### src/rtl/apple1_pia_if.sv
// apple1_pia_if: groups the CPU bus, the keyboard source handshake and the
// display sink handshake of the Apple-1 PIA.
//
// Handshake rule (both streams): a byte moves on a clk25 rising edge where
// valid and ready are both high. The source holds data stable while valid is
// high and ready is low. A sink may raise ready while valid is low; that has
// no effect.
//
//   enable, cs, address[1:0], w_en, din[7:0]  CPU bus into the PIA
//   dout[7:0]                                 CPU read data out of the PIA
//   kbd_data[7:0], kbd_valid / kbd_ready      key source -> PIA
//   dsp_data[6:0], dsp_valid / dsp_ready      PIA -> display sink
//
// slave  : the view used by the PIA itself
// master : the view used by whatever drives the PIA (CPU, source, sink)
interface apple1_pia_if;
    logic       enable;
    logic       cs;
    logic [1:0] address;
    logic       w_en;
    logic [7:0] din;
    logic [7:0] dout;
    logic [7:0] kbd_data;
    logic       kbd_valid;
    logic       kbd_ready;
    logic [6:0] dsp_data;
    logic       dsp_valid;
    logic       dsp_ready;

    modport slave (
        input  enable, cs, address, w_en, din, kbd_data, kbd_valid, dsp_ready,
        output dout, kbd_ready, dsp_data, dsp_valid
    );

    modport master (
        output enable, cs, address, w_en, din, kbd_data, kbd_valid, dsp_ready,
        input  dout, kbd_ready, dsp_data, dsp_valid
    );
endinterface

### src/rtl/apple1_pia.sv
// apple1_pia: 6821-style PIA register file for the Apple-1 at 0xD010-0xD013.
// It sits between the CPU bus and character I/O. Key bytes arrive from a
// keyboard/UART source and are latched into KBD with a strobe in KBDCR bit 7.
// Display bytes written to DSP are queued in a first-word-fall-through FIFO.
// That FIFO is drained by a VGA/UART sink. DSP bit 7 reads as busy while the
// FIFO is full.
//
// Ports
//   clk25  25 MHz master clock
//   rst    asynchronous, active-high reset
//   bus    apple1_pia_if.slave
//            CPU bus:     enable, cs, address, w_en, din, dout
//            key source:  kbd_data, kbd_valid, kbd_ready
//            display:     dsp_data, dsp_valid, dsp_ready
//
// Registers: 0 KBD, 1 KBDCR, 2 DSP, 3 DSPCR.
module apple1_pia #(
    parameter int FIFO_AW = 4
) (
    input  logic        clk25,
    input  logic        rst,
    apple1_pia_if.slave bus
);
    localparam int DEPTH = 1 << FIFO_AW;
    localparam logic [FIFO_AW:0] FULL_COUNT = (FIFO_AW + 1)'(DEPTH);

    logic             key_pending;
    logic [6:0]       key_reg;
    logic [6:0]       kbdcr;
    logic [5:0]       dspcr;
    logic [6:0]       last_dsp;
    logic             overflow;

    logic [6:0]       mem [DEPTH];
    logic [FIFO_AW-1:0] wr_ptr;
    logic [FIFO_AW-1:0] rd_ptr;
    logic [FIFO_AW:0]   count;

    logic bus_rd, bus_wr;
    logic fifo_full, fifo_empty;
    logic capture, kbd_read;
    logic dsp_wr, push, pop;
    logic [6:0] key_in, key_upper;

    // Bit 7 of a key byte and of CPU write data is never stored.
    logic unused_bits;
    assign unused_bits = ^{bus.kbd_data[7], bus.din[7]};

    assign bus_rd = bus.cs & bus.enable & ~bus.w_en;
    assign bus_wr = bus.cs & bus.enable &  bus.w_en;

    assign fifo_full  = (count == FULL_COUNT);
    assign fifo_empty = (count == '0);

    // Lowercase keys are folded to uppercase. The Apple-1 character set has
    // no lowercase.
    assign key_in    = bus.kbd_data[6:0];
    assign key_upper = (key_in >= 7'h61 && key_in <= 7'h7A) ? key_in - 7'h20 : key_in;

    assign bus.kbd_ready = ~key_pending;
    assign capture       = bus.kbd_valid & ~key_pending;
    assign kbd_read      = bus_rd & (bus.address == 2'd0);

    // The sink pops on its own handshake, independent of the CPU enable.
    // A pop on the same edge frees a slot for a write into a full FIFO.
    assign pop    = ~fifo_empty & bus.dsp_ready;
    assign dsp_wr = bus_wr & (bus.address == 2'd2);
    assign push   = dsp_wr & (~fifo_full | pop);

    assign bus.dsp_valid = ~fifo_empty;
    assign bus.dsp_data  = mem[rd_ptr];

    // Keyboard side. A capture takes priority over a clearing KBD read on
    // the same edge so a fresh key is never silently lost.
    always_ff @(posedge clk25 or posedge rst) begin
        if (rst) begin
            key_pending <= 1'b0;
            key_reg     <= '0;
        end else if (capture) begin
            key_pending <= 1'b1;
            key_reg     <= key_upper;
        end else if (kbd_read) begin
            key_pending <= 1'b0;
        end
    end

    // Control registers and the sticky overflow flag.
    always_ff @(posedge clk25 or posedge rst) begin
        if (rst) begin
            kbdcr    <= '0;
            dspcr    <= '0;
            last_dsp <= '0;
            overflow <= 1'b0;
        end else begin
            if (bus_wr && bus.address == 2'd1) begin
                kbdcr <= bus.din[6:0];
            end
            if (bus_wr && bus.address == 2'd3) begin
                dspcr    <= bus.din[5:0];
                overflow <= 1'b0;
            end
            if (dsp_wr) begin
                last_dsp <= bus.din[6:0];
                if (!push) begin
                    overflow <= 1'b1;
                end
            end
        end
    end

    // Display FIFO. Storage is reset so dsp_data reads zero out of reset.
    always_ff @(posedge clk25 or posedge rst) begin
        if (rst) begin
            for (int i = 0; i < DEPTH; i++) begin
                mem[i] <= '0;
            end
            wr_ptr <= '0;
            rd_ptr <= '0;
            count  <= '0;
        end else begin
            if (push) begin
                mem[wr_ptr] <= bus.din[6:0];
                wr_ptr      <= wr_ptr + 1'b1;
            end
            if (pop) begin
                rd_ptr <= rd_ptr + 1'b1;
            end
            case ({push, pop})
                2'b10:   count <= count + 1'b1;
                2'b01:   count <= count - 1'b1;
                default: count <= count;
            endcase
        end
    end

    // CPU read mux. It is a pure function of the registers and the address.
    always_comb begin
        bus.dout = 8'h00;
        case (bus.address)
            2'd0: bus.dout = {1'b1, key_reg};
            2'd1: bus.dout = {key_pending, kbdcr};
            2'd2: bus.dout = {fifo_full, last_dsp};
            2'd3: bus.dout = {1'b0, overflow, dspcr};
            default: bus.dout = 8'h00;
        endcase
    end
endmodule
### src/flat_wrapper.sv
// flat-port wrapper written by rule: the top's interface ports become plain ports
module apple1_pia_flat 
#(
    parameter int FIFO_AW = 4
)
  (clk25, rst, bus_enable, bus_cs, bus_address, bus_w_en, bus_din, bus_kbd_data, bus_kbd_valid, bus_dsp_ready, bus_dout, bus_kbd_ready, bus_dsp_data, bus_dsp_valid);
  apple1_pia_if bus_i ();
  input  logic clk25;
  input  logic rst;
  input wire logic [$bits(bus_i.enable)-1:0] bus_enable;
  input wire logic [$bits(bus_i.cs)-1:0] bus_cs;
  input wire logic [$bits(bus_i.address)-1:0] bus_address;
  input wire logic [$bits(bus_i.w_en)-1:0] bus_w_en;
  input wire logic [$bits(bus_i.din)-1:0] bus_din;
  input wire logic [$bits(bus_i.kbd_data)-1:0] bus_kbd_data;
  input wire logic [$bits(bus_i.kbd_valid)-1:0] bus_kbd_valid;
  input wire logic [$bits(bus_i.dsp_ready)-1:0] bus_dsp_ready;
  output wire logic [$bits(bus_i.dout)-1:0] bus_dout;
  output wire logic [$bits(bus_i.kbd_ready)-1:0] bus_kbd_ready;
  output wire logic [$bits(bus_i.dsp_data)-1:0] bus_dsp_data;
  output wire logic [$bits(bus_i.dsp_valid)-1:0] bus_dsp_valid;
  assign bus_i.enable = bus_enable;
  assign bus_i.cs = bus_cs;
  assign bus_i.address = bus_address;
  assign bus_i.w_en = bus_w_en;
  assign bus_i.din = bus_din;
  assign bus_i.kbd_data = bus_kbd_data;
  assign bus_i.kbd_valid = bus_kbd_valid;
  assign bus_i.dsp_ready = bus_dsp_ready;
  assign bus_dout = bus_i.dout;
  assign bus_kbd_ready = bus_i.kbd_ready;
  assign bus_dsp_data = bus_i.dsp_data;
  assign bus_dsp_valid = bus_i.dsp_valid;
  apple1_pia #(.FIFO_AW(FIFO_AW)) u_core (.clk25(clk25), .rst(rst), .bus(bus_i));
endmodule
### config.mk
export PLATFORM = sky130hd
export DESIGN_NAME = apple1_pia_flat
export DESIGN_NICKNAME = d
export VERILOG_FILES = /design/src/rtl/apple1_pia_if.sv /design/src/rtl/apple1_pia.sv /design/src/flat_wrapper.sv
export SDC_FILE = /design/constraint.sdc
export NUM_CORES = 1
export LEC_CHECK = 0
export ABC_CLOCK_PERIOD_IN_PS = 13450
export BUFFER_PORTS_ARGS = -buffer_cell sky130_fd_sc_hd__clkbuf_2
export CAP_MARGIN = 20
export CORE_UTILIZATION = 50
export DETAILED_ROUTE_END_ITERATION = 8
export PLACE_DENSITY = 0.74
export REMOVE_ABC_BUFFERS = 1
export SLEW_MARGIN = 10
export SYNTH_ARGS = -nofsm -noshare
export SYNTH_HDL_FRONTEND = slang
export SYNTH_SLANG_ARGS = --single-unit
### constraint.sdc
create_clock -name clk25 -period 13.45 [get_ports clk25]
set_clock_uncertainty 0.05 [all_clocks]
set_input_delay 3.3625 -clock clk25 [delete_from_list [all_inputs] [get_ports clk25]]
set_output_delay 3.3625 -clock clk25 [all_outputs]
set_load 0.1 [all_outputs]
# --- After elaboration in Yosys (flattened, before gate mapping) ---
# Cells that the tools add are included.
# W data, S select, Z words.
classes:
  add_sub_neg: 5
  magnitude_cmp: 5
  n_eq_ne: 6
  n_mux: 14
  n_bitwise: 15
  reduce_logical: 8
ops:
  columns: ["operator", "count"]
  rows:
  - ["$bwmux W112", 1]
  - ["$pmux W8 S4", 1]
  - ["$bmux W7 S4", 1]
  - ["$demux W7 S4", 1]
  - ["$mux W7", 4]
  - ["$ge A5 B5 Y1 const B", 2]
  - ["$not A4 Y5", 2]
  - ["$pmux W5 S2", 1]
  - ["$add A4 B1 Y4 const B", 2]
  - ["$and A1 B1 Y1", 8]
  - ["$ge A7 B7 Y1 const B", 1]
  - ["$le A7 B7 Y1 const B", 1]
  - ["$sub A7 B6 Y7 const B", 1]
  - ["$eq A2 B2 Y1 const B", 3]
  - ["$add A5 B1 Y5 const B", 1]
  - ["$eq A5 B5 Y1 const B", 1]
  - ["$logic_not A5 Y1", 1]
  - ["$lt A5 B1 Y1 const B", 1]
  - ["$mux W1", 5]
  - ["$sub A5 B1 Y5 const B", 1]
  - ["$eq A2 B1 Y1 const B", 2]
  - ["$logic_and A1 B1 Y1", 4]
  - ["$not A1 Y1", 4]
  - ["$reduce_bool A2 Y1", 2]
  - ["other kinds (2)", 2]
word_totals:
  register_bits: 154
  input_bits: 25
  output_inout_bits: 17
  elab_cells: 78

# --- Logic depth before layout (Yosys ltp) ---
# Gate-level depths: netlist of the first run.
depth:
  depth_word: 7
  ltp_mapped: 13
  mapped_depth_nobuf: 12

# --- Least setup slack after synthesis of the first run ---
# Ideal clock, no wire load.
synth_path:
  path_kind: "input port to output port"
  from: "input bus_address[0]"
  to: "output bus_dout[7]"
  arrival_ns: 5.161
  slack_ns: 4.877
  cell_stages: 3
  path_buffers: 1
  cell_sequence: "buf_2 > a21boi_0 > a21oi_1"
synth_between:
  elab_chain_cells: 2
synth_lines:
  columns: ["element", "line_no", "text"]
  rows:
  - ["start, declared", "flat_wrapper.sv:12", "input wire logic [$bits(bus_i.address)-1:0] bus_address;"]
  - ["$eq A2 B2 Y1 (tied with other cells)", "apple1_pia.sv:139", "case (bus.address)"]
  - ["$pmux W8 S4 *", "apple1_pia.sv:139", null]
  - ["end, declared", "flat_wrapper.sv:18", "output wire logic [$bits(bus_i.dout)-1:0] bus_dout;"]
# Every way passes the cells marked *; elsewhere a longest branch is shown, timed or not.

# --- Worst setup path after layout of the first run ---
layout_path:
  from: "input bus_address[0]"
  to: "output bus_dout[6]"
# The elaborated chain is that of the path after synthesis.

==> Flow_metrics.wiki, run 1 <==
{| class="wikitable"
! Metric !! Value
|-
| Outcome || completed
|-
| RSZ-0062 raised after global routing || no
|-
| Worst-path fanout max || 11
|-
| Post-CTS Repair Setup Buffers || 0
|-
| Pre-CTS setup slack || 5.397 ns
|-
| Vias post-DR || 4,096
|-
| Internal power contribution || 1.064 mW
|-
| Class of the most critical setup path || input port to primary output
|-
| Effective utilization at floorplan || 51.98%
|-
| Die outline height || around 120 um
|-
| Synthesis-to-finish area growth || 12.84%
|-
| Final antenna diode count || 0
|-
| Register clock-pin slew on the reported worst setup and hold paths || 0.06 ns
|-
| Total Routed Length || ~14,000 um
|-
| Netlist area before placement || 7300 sq um
|-
| Final setup violation count || 0
|-
| I/O Buffers || 39
|-
| CP startpoint kind || input port
|-
| CP required || 10.04 ns
|-
| Bufs on Longest Clock Path || 2
|-
| CTS H-tree lvls || 4
|-
| Filler instances || about 1,000
|-
| Fraction of power consumed by combinational cells || 30.4%
|-
| Most instantiated flip-flop cell in the synthesis netlist || dfrtp_1
|-
| Number of max-slew violations in the final report || 0
|-
| Register with the most flip-flops || u_core.mem
|-
| Post-cts hold buffer count || 0
|-
| Data arrival time of the worst path || approximately 4.6 ns
|-
| Number of max-cap violations || 0
|-
| Warnings from Yosys || 0
|-
| Class of the tightest hold or removal check || flip-flop to flip-flop
|-
| Yosys top cell area share || a little over half
|-
| Least-Margin Pin Slew || 0.9325 ns
|-
| CP Capture Type || primary output
|-
| Number of hold violations in the final report || 0
|-
| Skew-Pair Late Insertion Delay || 0.42 ns
|-
| Cell types with the largest area share after synthesis || dfrtp_1, mux2_2, mux4_2, ha_1, mux2_4
|-
| Part of the total power dissipated in sequential elements || 38.9%
|-
| Synthesis-stage register bit count || 154
|-
| Detailed placement HPWL || 9521 um
|-
| Sequential-to-total area share from yosys stat || 52.79%
|-
| Hold Worst Slack || 0.4297 ns
|-
| Number of flip-flops in the largest register || 112
|-
| Number of distinct library cell variants in the gate-level netlist after synthesis || 42
|-
| Post-Route Setup TNS || 0 ns
|-
| Gr usage total || between 20% and 30%
|-
| Number of global-route vias before repair || 4,337
|-
| Achievable clock frequency || 124.7 MHz
|-
| Root buffer cell || clkbuf_16
|-
| Total CTS buffers || 17
|-
| Cells resized by post-CTS repair || 0
|-
| Worst IR Drop VDD || 0.08418 mV
|-
| Leakage power of the design || about 3.9 nW
|-
| Core ar. || 14,040 sq um
|-
| Layout cell share with drive strength beyond 1 || 50.38%
|-
| Share of the clock period used by the worst path after layout || 59.62%
|-
| Proportion of power drawn by the clock network || 30.7%
|-
| Initial antenna violation count || 0
|-
| Top-level I/O count || 42
|-
| Final global-route overflow total || 0
|-
| Final ANT Viol Nets || 0
|-
| Die Area || 15,090 sq um
|-
| Wire length of the first global-routing pass || 23,640 um
|-
| Number of remaining DRC errors || 0
|-
| DR WL/cell || 20.32 um
|-
| Post-synth EDFFs || 0
|-
| Switching power || between 500 and 600 uW
|-
| Clock tree from TritonCTS || done
|-
| Worst relative slew slack || a little under two fifths
|-
| Net count of the finished layout || about 550
|-
| Final critical path time including I/O delays and setup || 8.019 ns
|-
| Placement Cell Area || 7617 sq um
|-
| Synthesized netlist cell count || 485
|-
| Switching share of power || 33.78%
|-
| Mapped Avg Cell Area || approximately 15 sq um
|-
| Smallest setup slack after layout || 5.431 ns
|-
| Drt first-iter violations || 244
|-
| Final non-filler cell area || roughly 8200 sq um
|-
| Async set-or-reset flop fraction in the synthesized netlist || 100.0%
|-
| Pin count of the biggest net entering global routing || 80
|-
| Final GP Congestion || between 0.7 and 0.8
|-
| Vias per cell || 5.785
|-
| DR pass1 iterations || 4
|-
| Die Span X || 122.8 um
|-
| Clk sinks || 154
|-
| Biggest area consumer among synthesized cells || dfrtp_1
|-
| Row cnt || 43
|-
| PwrDens || slightly below 200 nW/um^2
|}
routing by layer:
| layer | vias to the layer above | routed length [um] | GRT usage, % |
|---|---|---|---|
| li1 | 1826 | - | - |
| met1 | 2186 | 6383 | 29.09 |
| met2 | 67 | 7265 | 34.30 |
| met3 | 17 | 493 | 4.461 |
| met4 | 0 | 248 | 8.765 |
| met5 | - | 0 | 0 |
through the flow:
step	total power [mW]	utilization (%)	cells
global placement	1.107	54.25	676
global route	1.683	58.66	708
CTS	1.621	58.66	708
finish	1.607	58.66	708
detailed placement	1.125	54.25	676
floorplan	1.014	-	453
cells by family after synthesis:
kind of cell,synth area share [%]
adder cells (fa/ha/maj),1.988
AND/OR/NAND/NOR,6.016
XOR/XNOR,1.320
flip-flops,52.79
multiplexers,33.97
AO/OA/AOI/OAI,1.251
buffers and inverters,2.657
worst max-delay path: stages:
cell and delay (ns):
clkbuf_2 0.30, mux4_2 0.56, clkbuf_2 0.38
synthesized netlist by cell type (2+ instances only):
cell type,n
a21oi_1,3
and2_1,2
buf_1,10
buf_2,3
buf_6,2
clkbuf_1,17
dfrtp_1,154
ha_1,10
inv_1,13
mux2_2,126
mux2_4,7
mux4_2,42
nand2_1,26
nand2b_1,2
nand3_1,5
nand3_2,3
nand4_1,3
nor2_1,7
nor2_2,5
nor2b_1,2
nor3_1,2
nor3_4,4
nor4_1,2
o21ai_0,8
xnor2_1,8
xor2_1,3
cell type report:
class	instances	area [sq um]	area share, %
timing repair buffer	43	225.2	2.734
inverter	14	60.06	0.7292
tap	180	225.2	2.734
sequential	154	3855	46.80
clock inverter	5	106.4	1.291
multi-input combinational	285	3252	39.48
clock buffer	27	513.0	6.228
worst paths after layout:
kind / end / slack [ns] / start / cells after the start
worst min-delay path: u_core.overflow / 0.43 / u_core.overflow / 2
worst min register to register: u_core.overflow / 0.43 / u_core.overflow / 2
max in group asynchronous: u_core.mem[73] / 8.91 / rst / 3
worst max-delay path: bus_dout[6] / 5.43 / bus_address[0] / 3
min in group asynchronous: u_core.count[0] / 3.01 / rst / 2
worst max register to register: u_core.count[4] / 10.23 / u_core.count[0] / 12
power groups by stage:
stage	sequential (mW)	clock, mW	combinational, mW
floorplan	0.640	0	0.374
global route	0.637	0.522	0.524
detailed placement	0.634	0	0.491
global placement	0.628	0	0.480
finish	0.625	0.494	0.489
CTS	0.627	0.500	0.494
cells in the final DEF (no fill, tap or decap), types with 2 or more instances in the layout:
cell type,n
clkbuf_2,39
and2_1,2
nand3_2,3
a21oi_1,3
clkbuf_8,5
nor2_1,7
nand2_1,26
xnor2_1,8
clkbuf_1,5
nor2b_1,2
clkbuf_16,17
xor2_1,3
o21ai_0,8
nor3_4,4
nand3_1,5
mux2_2,126
mux2_4,7
nand2b_1,2
nand4_1,3
nor4_1,2
nor3_1,2
mux4_2,42
ha_1,10
inv_1,12
dfrtp_1,153
nor2_2,5
buf_4,4
bufinv_16,3
(Power assumes the default switching activity.)
==> run 2: changes to the inputs <==
--- a/config.mk
+++ b/config.mk
@@ -5,7 +5,7 @@
 export SDC_FILE = /design/constraint.sdc
 export NUM_CORES = 1
 export LEC_CHECK = 0
-export ABC_CLOCK_PERIOD_IN_PS = 13450
+export ABC_CLOCK_PERIOD_IN_PS = 8400
 export BUFFER_PORTS_ARGS = -buffer_cell sky130_fd_sc_hd__clkbuf_2
 export CAP_MARGIN = 20
 export CORE_UTILIZATION = 50
==> constraint.sdc (replaced) <==
create_clock -name clk25 -period 8.4 [get_ports clk25]
set_clock_uncertainty 0.05 [all_clocks]
set_input_delay 2.1 -clock clk25 [delete_from_list [all_inputs] [get_ports clk25]]
set_output_delay 2.1 -clock clk25 [all_outputs]
set_load 0.1 [all_outputs]
==> run 2 against run 1 <==
Against the previous run:
- via count grew 0.56%
- final cell count decreased by 0.14%
- hold slack lost 0.0014 ns
- combinational power rose by 51%
- global-route usage rose by 0.43 points
- sequential cell count stayed put
- critical endpoint unchanged
- largest cell class unchanged
==> Flow_metrics.wiki, run 2 (synthesized netlist as in run 1, its figures left out) <==
{| class="wikitable"
! Metric !! Value
|-
| Outcome || completed
|-
| Part of the total power dissipated in sequential elements || 41.3% (+2.4 points)
|-
| Bufs on Longest Clock Path || 2 (unchanged)
|-
| Switching power || 891.4 uW (+64%)
|-
| Reg2reg path depth || 12 (unchanged)
|-
| Number of hold violations in the final report || 0 (unchanged)
|-
| Most common library cell in the layout ignoring fill and taps || dfrtp_1
|-
| Final ANT Viol Nets || 0 (unchanged)
|-
| Fin cells || 707 (-0.14%)
|-
| Clk sinks || 154 (unchanged)
|-
| Least-Margin Pin Slew || 1.048 ns (+0.1155 ns)
|-
| DP Cell Count || 675 (-0.15%)
|-
| Final setup violation count || 0 (unchanged)
|-
| Reg-to-reg critical path endpoint || u_core.count[4]
|-
| Register with the most flip-flops || u_core.mem
|-
| Internal power contribution || 1.640 mW (+54%)
|-
| Number of global-route vias before repair || 4,371 (+0.78%)
|-
| CTS H-tree lvls || 4 (unchanged)
|-
| Fraction of power consumed by combinational cells || 29.2% (-1.2 points)
|-
| Final non-filler cell area || 8194 sq um (-0.52%)
|-
| Class of the tightest hold or removal check || flip-flop to flip-flop
|-
| Achievable clock frequency || 181.8 MHz
|-
| Layout cell share with drive strength beyond 1 || 51.04% (+0.66 points)
|-
| Placement Cell Area || 7610 sq um (about the same)
|-
| I/O Buffers || 39 (unchanged)
|-
| Gr usage total || 22.03% (+0.43 points)
|-
| Final global-route overflow total || 0 (unchanged)
|-
| PwrDens || 309.0 nW/um^2 (+58%)
|-
| Post-CTS Repair Setup Buffers || 0 (unchanged)
|-
| Pre-CTS setup slack || 2.873 ns (-2.523 ns)
|-
| Die Span X || 122.8 um (unchanged)
|-
| Final critical path time including I/O delays and setup || 5.500 ns
|-
| RSZ-0062 raised after global routing || no
|-
| Drt first-iter violations || 301 (+23%)
|-
| Total CTS buffers || 17 (unchanged)
|-
| Number of max-slew violations in the final report || 0 (unchanged)
|-
| Hold path startpoint || u_core.key_reg[2]
|-
| Register clock-pin slew on the reported worst setup and hold paths || 0.06 ns (about the same)
|-
| Number of remaining DRC errors || 0 (unchanged)
|-
| Root buffer cell || clkbuf_16
|-
| Data arrival time of the worst path || 3.35 ns (-1.26 ns)
|-
| Smallest setup slack after layout || 2.900 ns (-2.532 ns)
|-
| Commonest non-fill, non-tap cells in the layout || dfrtp_1, mux2_2, mux4_2
|-
| Initial antenna violation count || 0 (unchanged)
|-
| Pin count of the biggest net entering global routing || 81 (+1.3%)
|-
| Effective utilization at floorplan || 51.98% (unchanged)
|-
| Reg2Reg Launch Point || u_core.count[0]
|-
| Detailed placement HPWL || 9619 um (+1.0%)
|-
| Final antenna diode count || 0 (unchanged)
|-
| Number of max-cap violations || 0 (unchanged)
|-
| Worst-path fanout max || 11 (unchanged)
|-
| Final Util || 58.35% (-0.30 points)
|-
| Skew-Pair Late Insertion Delay || 0.43 ns (about the same)
|-
| Number of flip-flops in the largest register || 112 (unchanged)
|-
| Row cnt || 43 (unchanged)
|-
| Wire length of the first global-routing pass || 24,000 um (+1.5%)
|-
| Cells resized by post-CTS repair || 0 (unchanged)
|-
| CP Capture Type || primary output
|-
| Leakage power of the design || 3.863 nW (-0.43%)
|-
| Post-cts hold buffer count || 0 (unchanged)
|-
| Worst IR Drop VDD || 0.1534 mV (+82%)
|-
| Destination of the worst hold path || u_core.key_reg[2]
|-
| Vias post-DR || 4,119 (+0.56%)
|-
| Die Area || 15,090 sq um (unchanged)
|-
| Hold Path Depth || 2 (unchanged)
|-
| DR WL/cell || 20.57 um (+1.2%)
|-
| CP startpoint kind || input port
|-
| CP required || 6.25 ns (-3.79 ns)
|-
| Die outline height || 122.8 um (unchanged)
|-
| Vias per cell || 5.826 (+0.70%)
|-
| Class of the most critical setup path || input port to primary output
|-
| Final GP Congestion || 0.7694 (+0.65%)
|-
| DR pass1 iterations || 4 (unchanged)
|-
| Clock tree from TritonCTS || done
|-
| Reg-to-reg slack, setup || 5.22 ns (-5.01 ns)
|-
| Share of the clock period used by the worst path after layout || 65.48%
|-
| Synthesis-to-finish area growth || 12.26%
|-
| Core ar. || 14,040 sq um (unchanged)
|-
| Proportion of power drawn by the clock network || 29.5% (-1.2 points)
|-
| Total Routed Length || 14,540 um (+1.1%)
|-
| Net count of the finished layout || 550 (-0.18%)
|-
| Top-level I/O count || 42 (unchanged)
|-
| Worst relative slew slack || 30.14% (-7.7 points)
|-
| Post-Route Setup TNS || 0 ns (unchanged)
|-
| Switching share of power || 35.21% (+1.4 points)
|}
-- run 2: layout make-up --
| cell class | instances | area [sq um] |
|---|---|---|
| clock inverter | 9 | 86.33 |
| fill | 1065 | 5848 |
| timing repair buffer | 42 | 217.7 |
| multi-input combinational | 285 | 3252 |
| sequential | 154 | 3855 |
| inverter | 14 | 60.06 |
| tap | 180 | 225.2 |
| clock buffer | 23 | 498.0 |
-- run 2: routing by layer --
layer  track usage (%)  vias up  share of wire (%)
met5                 0        -                  0
met4             9.146        0                1.9
met3             4.972       24                3.8
met2             34.48       70                 49
met1             29.74     2209                 45
li1                  -     1816                  -
-- run 2: critical path: stages --
cell	delay (ns)
clkbuf_2	0.30
mux4_2	0.56
clkbuf_2	0.39
-- run 2: per-stage QoR --
step                hold WS, ns  total power, mW
global placement         0.4115            1.770
detailed placement       0.4165            1.804
finish                   0.4283            2.532
global route             0.4384            2.654
floorplan                0.3910            1.624
CTS                      0.4307            2.552
-- run 2: power by group through the flow --
| stage | clock network (mW) | logic [mW] | registers (mW) |
|---|---|---|---|
| after floorplan | 0 | 0.599 | 1.03 |
| after global placement | 0 | 0.720 | 1.05 |
| after detailed placement | 0 | 0.743 | 1.06 |
| after CTS | 0.758 | 0.745 | 1.05 |
| after global routing | 0.796 | 0.788 | 1.07 |
| final | 0.748 | 0.738 | 1.05 |
-- run 2: worst max path at each step --
| stage | end | from |
|---|---|---|
| floorplan | u_core.count[0] | rst |
| global placement | bus_dout[4] | bus_address[0] |
| detailed placement | bus_dout[6] | bus_address[0] |
| CTS | bus_dout[6] | bus_address[0] |
| global route | bus_dout[6] | bus_address[0] |
| finish | bus_dout[6] | bus_address[0] |
==> run 3: changes to the inputs <==
--- a/config.mk
+++ b/config.mk
@@ -5,7 +5,8 @@
 export SDC_FILE = /design/constraint.sdc
 export NUM_CORES = 1
 export LEC_CHECK = 0
-export ABC_CLOCK_PERIOD_IN_PS = 8400
+export ABC_AREA = 1
+export ABC_CLOCK_PERIOD_IN_PS = 5250
 export BUFFER_PORTS_ARGS = -buffer_cell sky130_fd_sc_hd__clkbuf_2
 export CAP_MARGIN = 20
 export CORE_UTILIZATION = 50
==> constraint.sdc (replaced) <==
create_clock -name clk25 -period 5.25 [get_ports clk25]
set_clock_uncertainty 0.05 [all_clocks]
set_input_delay 1.3125 -clock clk25 [delete_from_list [all_inputs] [get_ports clk25]]
set_output_delay 1.3125 -clock clk25 [all_outputs]
set_load 0.1 [all_outputs]
==> run 3 against run 2 <==
Against the previous run:
- global-route usage rose by 1.1 points
- synthesized cell count up 89%
- sequential power increased by 67%
- core utilization shrank 1.7 points
- critical path type is now flip-flop to primary output
- largest cell class unchanged
==> Flow_metrics.wiki, run 3 <==
{| class="wikitable"
! Metric !! Value
|-
| Outcome || completed
|-
| Worst relative slew slack || 26.63% (-3.5 points)
|-
| Gr usage total || 23.09% (+1.1 points)
|-
| Leakage power of the design || 3.887 nW (+0.61%)
|-
| Die outline height || 127.4 um (+3.7%)
|-
| Effective utilization at floorplan || 51.55% (-0.44 points)
|-
| Post-CTS Repair Setup Buffers || 0 (unchanged)
|-
| Async set-or-reset flop fraction in the synthesized netlist || 100.0% (unchanged)
|-
| Most repeated cell in the gate-level netlist after synthesis || nand2_1
|-
| Warnings from Yosys || 0 (unchanged)
|-
| Max stage delay on crit path || 1.16 ns (+0.60 ns)
|-
| Class of the tightest hold or removal check || flip-flop to flip-flop
|-
| Data arrival time of the worst path || 2.77 ns (-0.58 ns)
|-
| Final non-filler cell area || 8642 sq um (+5.5%)
|-
| Clock tree from TritonCTS || done
|-
| Class of the most critical setup path || flip-flop to primary output
|-
| Most instantiated flip-flop cell in the synthesis netlist || dfrtp_1
|-
| Vias per cell || 5.293 (-9.1%)
|-
| Netlist area before placement || 7865 sq um (+7.7%)
|-
| Synthesis-stage register bit count || 154 (unchanged)
|-
| Synthesis-to-finish area growth || 9.879%
|-
| Most common library cell in the layout ignoring fill and taps || nand2_1
|-
| Pin count of the biggest net entering global routing || 116 (+43%)
|-
| Post-Route Setup TNS || 0 ns (unchanged)
|-
| Final global-route overflow total || 0 (unchanged)
|-
| List of cells traversed by the critical path || o211ai_1 -> nand3_1 -> nand3_1 -> nand2_1 -> clkbuf_2
|-
| Number of distinct library cell variants in the gate-level netlist after synthesis || 34 (-19%)
|-
| I/O Buffers || 39 (unchanged)
|-
| Bufs on Longest Clock Path || 2 (unchanged)
|-
| DR pass1 iterations || 6 (+2)
|-
| Number of remaining DRC errors || 0 (unchanged)
|-
| CP startpoint kind || flip-flop
|-
| Drt first-iter violations || 485 (+61%)
|-
| Detailed placement HPWL || 10,590 um (+10%)
|-
| CTS H-tree lvls || 4 (unchanged)
|-
| Die Area || 16,240 sq um (+7.6%)
|-
| Register with the most flip-flops || u_core.mem
|-
| Yosys top cell area share || 49.00% (-3.8 points)
|-
| Final antenna diode count || 0 (unchanged)
|-
| Final ANT Viol Nets || 0 (unchanged)
|-
| Final setup violation count || 0 (unchanged)
|-
| Cell type of the slowest stage on the worst timing path || dfrtp_4
|-
| Hold Worst Slack || 0.4296 ns (+0.001358 ns)
|-
| DR WL/cell || 14.91 um (-28%)
|-
| Row cnt || 45 (+4.7%)
|-
| Layout cell share with drive strength beyond 1 || 14.48% (-37 points)
|-
| Mapped Avg Cell Area || 8.596 sq um (-43%)
|-
| Die Span X || 127.4 um (+3.7%)
|-
| PwrDens || 549.3 nW/um^2 (+78%)
|-
| Net count of the finished layout || 962 (+75%)
|-
| Top-level I/O count || 42 (unchanged)
|-
| Total Routed Length || 17,150 um (+18%)
|-
| Least-Margin Pin Slew || 1.100 ns (+0.05255 ns)
|-
| Final GP Congestion || 0.7954 (+3.4%)
|-
| Number of max-cap violations || 0 (unchanged)
|-
| Initial antenna violation count || 0 (unchanged)
|-
| Synthesized netlist cell count || 915 (+89%)
|-
| Register clock-pin slew on the reported worst setup and hold paths || 0.06 ns (about the same)
|-
| Post-cts hold buffer count || 0 (unchanged)
|-
| CP required || 3.89 ns (-2.36 ns)
|-
| Achievable clock frequency || 241.8 MHz
|-
| Placement Cell Area || 8000 sq um (+5.1%)
|-
| RSZ-0062 raised after global routing || no
|-
| Wire length of the first global-routing pass || 28,790 um (+20%)
|-
| Sequential-to-total area share from yosys stat || 49.00% (-3.8 points)
|-
| Number of hold violations in the final report || 0 (unchanged)
|-
| Skew-Pair Late Insertion Delay || 0.43 ns (about the same)
|-
| Root buffer cell || clkbuf_16
|-
| Total CTS buffers || 17 (unchanged)
|-
| Cells resized by post-CTS repair || 0 (unchanged)
|-
| Post-synth EDFFs || 0 (unchanged)
|-
| Number of flip-flops in the largest register || 112 (unchanged)
|-
| Final critical path time including I/O delays and setup || 4.135 ns
|-
| Number of global-route vias before repair || 5,707 (+31%)
|-
| Biggest area consumer among synthesized cells || dfrtp_1
|-
| Top cells by instance count after synthesis || nand2_1, dfrtp_1, inv_1
|-
| Cell types with the largest area share after synthesis || dfrtp_1, nand2_1, o21ai_1, inv_1, o21ai_0
|-
| CP Capture Type || primary output
|-
| Most common cell on crit path || nand3_1
|-
| Core ar. || 15,260 sq um (+8.7%)
|-
| Worst-path fanout max || 115 (+104)
|-
| Number of max-slew violations in the final report || 0 (unchanged)
|-
| Vias post-DR || 6,087 (+48%)
|-
| Worst IR Drop VDD || 0.3904 mV (+150%)
|-
| Clk sinks || 154 (unchanged)
|-
| Share of the clock period used by the worst path after layout || 78.77%
|-
| Commonest non-fill, non-tap cells in the layout || nand2_1, dfrtp_1, inv_1
|}
==> run 3: path summary, 6_finish.rpt <==
kind | from | end | slack, ns | cells after the start
max | u_core.rd_ptr[0] | bus_dsp_data[0] | 1.11 | 5
min | u_core.mem[10] | u_core.mem[10] | 0.43 | 2
max reg2reg | u_core.count[3] | u_core.count[4] | 2.58 | 15
min reg2reg | u_core.mem[10] | u_core.mem[10] | 0.43 | 2
max in group asynchronous | rst | u_core.mem[92] | 3.60 | 3
min in group asynchronous | rst | u_core.mem[7] | 0.85 | 2
==> run 3: per-stage QoR <==
stage / util, % / total power [mW] / setup WS [ns] / std cells
after floorplan: - / 3.075 / -0.2623 / 862
after global placement: 52.43 / 3.439 / 1.250 / 1117
after detailed placement: 52.43 / 3.483 / 1.268 / 1117
after CTS: 56.46 / 4.761 / 1.130 / 1149
after global routing: 56.64 / 5.026 / 0.9708 / 1150
final: 56.64 / 4.747 / 1.115 / 1150
==> run 3: area by class of cell <==
| type | count | area (sq um) |
|---|---|---|
| Inverter | 104 | 395.4 |
| Sequential cell | 154 | 3859 |
| Fill cell | 1370 | 6616 |
| Multi-Input combinational cell | 604 | 3249 |
| Clock buffer | 21 | 470.5 |
| Tap cell | 211 | 264.0 |
| Clock inverter | 11 | 143.9 |
| Timing Repair Buffer | 45 | 260.3 |
==> run 3: kinds of logic after synthesis <==
kind of cell	count (synthesis)	synth area share, %
buffers and inverters	157	9.688
AO/OA/AOI/OAI	238	17.07
XOR/XNOR	9	1.002
AND/OR/NAND/NOR	346	21.40
flip-flops	154	49.00
adder cells (fa/ha/maj)	11	1.845
==> run 3: layer usage <==
metal / track usage [%] / up-vias / part of all wire (%)
li1: - / 3038 / -
met1: 31.27 / 2903 / 48
met2: 37.16 / 131 / 47
met3: 4.858 / 15 / 4.3
met4: 7.493 / 0 / 1.3
met5: 0 / - / 0
==> run 3: critical path: cells and delay by family, from the launching register on <==
kind	cells	cell delay (ns)
flops	1	1.16
simple gates	3	0.49
buf+inv	1	0.46
compound gates	1	0.22
==> run 3: power by group <==
| group | switching [mW] | leakage (nW) | internal, mW | total, mW |
|---|---|---|---|---|
| Combinational | 1.25 | 1.55 | 0.481 | 1.73 |
| Clock | 0.491 | 0.291 | 0.783 | 1.27 |
| Sequential | 0.329 | 2.05 | 1.42 | 1.75 |
